$ cat src/rtl/pc_unit.sv
// pc_unit: MIPS fetch-stage program counter with stall-deferred redirects and exception vectoring.
module pc_unit #(
  parameter int unsigned WIDTH        = 32,
  parameter int unsigned RESET_VECTOR = 0,
  parameter int unsigned EXC_VECTOR   = 'h180,
  parameter int unsigned INC          = 4
) (
  input  logic             clk,
  input  logic             reset,
  input  logic             stall,
  input  logic             branch_taken,
  input  logic [WIDTH-1:0] branch_target,
  input  logic             jump,
  input  logic [WIDTH-1:0] jump_target,
  input  logic             exc,
  input  logic             eret,
  output logic [WIDTH-1:0] pc,
  output logic [WIDTH-1:0] pc_plus,
  output logic [WIDTH-1:0] epc,
  output logic             in_kernel,
  output logic             redirect_pending
);
  localparam logic [WIDTH-1:0] RV = WIDTH'(RESET_VECTOR);
  localparam logic [WIDTH-1:0] EV = WIDTH'(EXC_VECTOR);
  localparam logic [WIDTH-1:0] IV = WIDTH'(INC);
  logic [WIDTH-1:0] pc_q, pc_d, epc_q, epc_d, pt_q, pt_d;
  logic             k_q, k_d, pv_q, pv_d;
  always_comb begin
    pc_d  = pc_q;
    epc_d = epc_q;
    k_d   = k_q;
    pv_d  = pv_q;
    pt_d  = pt_q;
    if (exc) begin
      epc_d = pc_q;
      pc_d  = EV;
      k_d   = 1'b1;
      pv_d  = 1'b0;
    end else if (eret) begin
      pc_d = epc_q;
      k_d  = 1'b0;
      pv_d = 1'b0;
    end else if (stall) begin
      if (jump || branch_taken) begin
        pt_d = jump ? jump_target : branch_target;
        pv_d = 1'b1;
      end
    end else begin
      pv_d = 1'b0;
      pc_d = jump ? jump_target : branch_taken ? branch_target : pv_q ? pt_q : pc_q + IV;
    end
  end
  always_ff @(posedge clk) begin
    if (!reset) begin
      pc_q  <= RV;
      epc_q <= '0;
      k_q   <= 1'b0;
      pv_q  <= 1'b0;
      pt_q  <= '0;
    end else begin
      pc_q  <= pc_d;
      epc_q <= epc_d;
      k_q   <= k_d;
      pv_q  <= pv_d;
      pt_q  <= pt_d;
    end
  end
  assign pc               = pc_q;
  assign pc_plus          = pc_q + IV;
  assign epc              = epc_q;
  assign in_kernel        = k_q;
  assign redirect_pending = pv_q;
endmodule
$ cat config.mk
export PLATFORM = sky130hd
export DESIGN_NAME = pc_unit
export DESIGN_NICKNAME = d
export VERILOG_FILES = /design/src/rtl/pc_unit.sv
export SDC_FILE = /design/constraint.sdc
export NUM_CORES = 1
export LEC_CHECK = 0
export ABC_AREA = 1
export ABC_CLOCK_PERIOD_IN_PS = 1380
export CORE_UTILIZATION = 40
export CTS_BUF_LIST = sky130_fd_sc_hd__clkbuf_8
export DETAILED_ROUTE_END_ITERATION = 10
export PLACE_DENSITY_LB_ADDON = 0.05
export SYNTH_ARGS = -nofsm -noshare
export SYNTH_HDL_FRONTEND = slang
export SYNTH_SLANG_ARGS = --single-unit
$ cat constraint.sdc
create_clock -name clk -period 1.38 [get_ports clk]
set_input_delay 0.138 -clock clk [delete_from_list [all_inputs] [get_ports clk]]
set_output_delay 0.138 -clock clk [all_outputs]
set_load 0.02 [all_outputs]
Yosys cells after proc, flatten, opt, wreduce, memory -nomap -nowiden

Cells that the tools add are included.

Flip-flop bits (word level): 98
Input port bits: 71
Output and inout port bits: 98

Add/subtract/negate cells: 1
Equal/unequal tests: 2
Muxes and demuxes: 9
Bitwise gates (word level): 4
Reductions and logical operators: 5

Operators with widths:

| operator                                      | number |
|---|---|
| 2-to-1 mux 32 bit                             | 6 |
| adder 32 x 3 -> 32 bit, second input constant | 1 |
| 2-to-1 mux 9 bit                              | 1 |
| NOT 1 bit                                     | 4 |
| AND reduction 4 bit                           | 1 |
| OR reduction 4 bit                            | 1 |
| != test 3 x 1 -> 1 bit, second input constant | 1 |
| 2-to-1 mux 1 bit                              | 2 |
| != test 2 x 1 -> 1 bit, second input constant | 1 |
| nonzero test 2 bit                            | 1 |
| OR reduction 2 bit                            | 1 |
| logical OR 1 bit                              | 1 |

Depth between registers and ports, before layout

Depth in word-level cells: 7
Mapped depth: 12
Gate-level depth less buffers: 12

Worst setup path before layout

OpenSTA, ideal clock, no wires.

Kind: register -> register
Start: reg pc_q[2], in the netlist pc[2]
End: reg pc_q[7], in the netlist pc[7]
Arrival time: 1.740 ns
Data required time: 1.314 ns
Path slack: -0.426 ns
Stages on the path, launching flop included: 9
Path buffers: 0
Cell sequence: dfxtp_1 inv_1 nor2_4 nand2_2 xnor2_1 nand2_1 nand3_1 nand2_1 a21oi_2

Cells in the longest elaborated chain, start to end: 7

Ends and longest elaborated chain:

| item                            | line | source |
|---|---|---|
| from (decl)                     | 26   | `logic [WIDTH-1:0] pc_q, pc_d, epc_q, epc_d, pt_q, pt_d;` |
| from (signal assigned)          | 61   | `pc_q <= pc_d;` |
| adder 32 x 3 -> 32 bit          | --   |  |
| named net pc_plus[7]            | 18   | `output logic [WIDTH-1:0] pc_plus,` |
| 2-to-1 mux 32 bit (3 in series) | 50   | `pc_d = jump ? jump_target : branch_taken ? branch_target : pv_q ? pt_q : pc_q + IV;` |
| 2-to-1 mux 32 bit               | 43   | `end else if (stall) begin` |
| 2-to-1 mux 32 bit               | 39   | `end else if (eret) begin` |
| 2-to-1 mux 9 bit                | 34   | `if (exc) begin` |

The timed path passes the listed nets, and every way through them passes these cells. The select of a mux whose other input is x is not followed.
A chain may end at the register's enable or synchronous reset.

Worst setup path after layout

Start: reg pc_q[4], in the netlist pc[4]
End: out pc_plus[21]

Cells in the longest elaborated chain, start to end: 1

Ends and longest elaborated chain:

| item                   | line | source |
|---|---|---|
| adder 32 x 3 -> 32 bit | 69   | `assign pc_plus = pc_q + IV;` |
| to (decl)              | 18   |  |

No other way between the ends.

==> results.yml <==
yosys:
  syn_inst: 928
  synth-seq-cells: 98
  synth_seq_area_share_pct: 34.62
  synth.cell_area_sq_mm: 0.005667
  synth_fp_nets: 1000
  async_flop_share_pct: 0
  synth.distinct_cells: 31
  syn_avg_cell_area_sq_um: 6.106
  yosysWarnings: 0
  synth_edf_count: 0
  ys.flop_type: "dfxtp_1"
setup_path:
  arrival_ps: 1850
  slowest_delay_ps: 390
  critPathMaxFanout: 6
  worstSetupPathType: "register to output port"
  worstPathRequired_ps: 1240
  crit_path_start_kind: "register"
  cp-end-kind: "output port"
  crit_slowest_cell: "dfxtp_4"
  cp_cell_sequence: "nand2_1, nor2_4, nand2_4, nor2_4, nand3_2, nand2_2, buf_6"
  cpMostUsedCell: "nor2_4"
grt:
  gr-usage-all-layers_pct: 30.95
  grt_pass1_wl_um: 34660
  grt.overflow.total: 0
  antenna_found_initial: 0
  grt_pass1_vias: 6983
  grt_max_degree: 56
placement:
  place_ws_ps: -560.1
  hpwlAfterDp_um: 15970
  placedCellCount: 1360
  numPortBuffers: 168
  gp_congestion: 0.9003
layout:
  syn_to_final_growth_pct: 69.82
  antenna_cells: 0
  nNetsFinal: 1288
  drive_gt1_share_pct: 34.81
  stdcell_count: 1401
clocking:
  clk_pin_slew_ps: 100
  cts_tree: "yes"
  numCtsBuffers: 9
  root_buffer: "clkbuf_8"
  cts_hold_buf: 0
  clock-sinks: 98
  cts_buffer_depth: 2
  htreeDepth: 3
  insertion_delay_ps: 400
timing:
  period_share_pct: 144.3
  skew_ps: 8.041
  fin_hold_ws_ps: 67.69
  max_freq_mhz: 502.2
  maxSlewHeadroom_pct: 73.65
  finalMaxSlewViolations: 0
  rsz0062_at_grt: "true"
  hold_viol: 0
  setup_ws_ps: -611.1
  period_minus_slack_ps: 1991
  setup_viol: 56
  tightest_slew_ps: 392.6
power:
  combPwrFrac_pct: 27.7
  p_sw_share_pct: 33.41
  p_leak_nw: 4.547
  switchingPower_mw: 2.251
  finalPower_mw: 6.737
  ir_worst_vdd_mv: 0.5974
  seq_power_share_pct: 45.7
  internal_power_mw: 4.486
  cellPowerDensity_mw_per_mm2: 700.1
  pwr-share-clk_pct: 26.7
status:
  violations: "setup timing"
  status: "complete, but fails checks"
floorplanning:
  fp-row-count: 43
  core_area_sq_mm: 0.01383
  fp.dieW_um: 121.0
  chipHeight_um: 121.0
  ios: 169
  floorplan.die_area_sq_mm: 0.01465
  start_util_pct: 40.98
route:
  vias_per_cell: 5.082
  drtIter0Drc: 407
  drcViolationCount: 0
  wire_per_inst_um: 15.91
  first_pass_iters: 7
  vias: 7120
  antenna_left: 0
  routed_wirelength_um: 22290
run:
  cap_violations: 0
hold_path:
  hp-class: "primary input to register"
-- cell usage in the layout (no fill, tap or decap), types with 13 or more instances in the layout --
| master | netlist | final |
|---|---|---|
| nand2_1 | 315 | 243 |
| buf_4 | 6 | 130 |
| a21oi_1 | 102 | 102 |
| nor2_1 | 96 | 79 |
| dfxtp_1 | 98 | 74 |
| clkdlybuf4s50_1 | 0 | 67 |
| inv_1 | 71 | 65 |
| o21ai_0 | 70 | 63 |
| nand2_2 | 4 | 62 |
| buf_6 | 0 | 50 |
| dlygate4sd2_1 | 0 | 38 |
| nor2_4 | 8 | 20 |
| nand3_1 | 41 | 18 |
| nand2_4 | 2 | 16 |
| nand3_2 | 0 | 15 |
| clkbuf_2 | 0 | 15 |
| nor2_2 | 8 | 13 |
| o21ai_1 | 17 | 13 |
| dfxtp_2 | 0 | 13 |
-- cell usage after synthesis (3+ instances only) --
| master | number | share of area (%) |
|---|---|---|
| nand2_1 | 315 | 21 |
| a21oi_1 | 102 | 9.0 |
| dfxtp_1 | 98 | 35 |
| nor2_1 | 96 | 6.4 |
| inv_1 | 71 | 4.7 |
| o21ai_0 | 70 | 6.2 |
| nand3_1 | 41 | 3.6 |
| clkbuf_1 | 31 | 2.1 |
| o21ai_1 | 17 | 1.5 |
| buf_2 | 16 | 1.4 |
| a31oi_1 | 10 | 1.1 |
| nor2_2 | 8 | 0.88 |
| nor2_4 | 8 | 1.6 |
| buf_4 | 6 | 0.79 |
| inv_2 | 5 | 0.33 |
| nand2_2 | 4 | 0.44 |
| xor2_1 | 4 | 0.62 |
| a311oi_1 | 3 | 0.46 |
| o22ai_1 | 3 | 0.33 |
| xnor2_1 | 3 | 0.46 |
-- stage by stage --
stage	instance area [sq um]	utilization, %	TNS (ps)
finish	9623	69.60	-22030
CTS	9445	68.31	-20000
global placement	8668	62.69	-32710
global route	9623	69.60	-26460
detailed placement	8668	62.69	-34550
floorplan	5864	-	-2991
-- path summary, 6_finish.rpt --
| check | slack [ps] | cells past startpoint | start | end |
|---|---|---|---|---|
| max | -610 | 7 | pc[4] | pc_plus[21] |
| min reg2reg | 460 | 2 | pt_q[18] | pt_q[18] |
| min | 70 | 2 | exc | epc[2] |
| max reg2reg | -520 | 14 | pc[4] | pc[25] |
-- worst max-delay path: cells and delay by family (launching register included) --
family / cells / cell delay (ps)
AND/OR/NAND/NOR: 6 / 950
flip-flops: 1 / 390
buffers and inverters: 1 / 110
-- layout make-up --
type,count,area (sq um)
timing repair buffer,331,3008
clock inverter,7,53.80
tap,180,225.2
fill,1219,4204
multi-input combinational,700,3901
sequential,98,2019
inverter,76,291.5
clock buffer,9,123.9
-- state kept, by name, summed over array words and instances (netlist names), named ones only --
signal / count
epc: 32
pt_q: 32
pc: 30
in_kernel: 1
redirect_pending: 1
-- power by group through the flow --
stage / logic (mW) / clock network [mW] / registers (mW)
2_1_floorplan: 0.706 / 0 / 3.26
3_3_place_gp: 1.78 / 0 / 3.13
3_5_place_dp: 1.79 / 0 / 3.13
4_1_cts: 1.82 / 1.84 / 3.07
5_1_grt: 2.01 / 1.96 / 3.10
6_report: 1.86 / 1.80 / 3.08
-- repair_timing --
item                                    CTS  global route
gates resized for setup                 387            99
buffers inserted                         30            11
cloned                                    0             0
pin swaps                                61            43
endpoints found under the setup margin  126           110
-- layer usage --
metal	up-vias	global-route usage (%)	part of all wire, %
met3	56	5.639	4.6
met1	3281	34.03	39
met5	-	0	0
met4	0	17.21	5.2
met2	233	55.79	51
li1	3550	-	-
-- logic make-up (layout without fill, tap and decap cells) --
logic type | Yosys count | in the layout | share of synthesized area (%)
buf+inv | 130 | 423 | 9.362
simple gates | 480 | 480 | 35.11
flops | 98 | 98 | 34.62
fa+ha+maj | 1 | 1 | 0.2208
xor+xnor | 7 | 7 | 1.082
compound gates | 212 | 212 | 19.61
No activity file was read; power rests on OpenSTA's default activity.
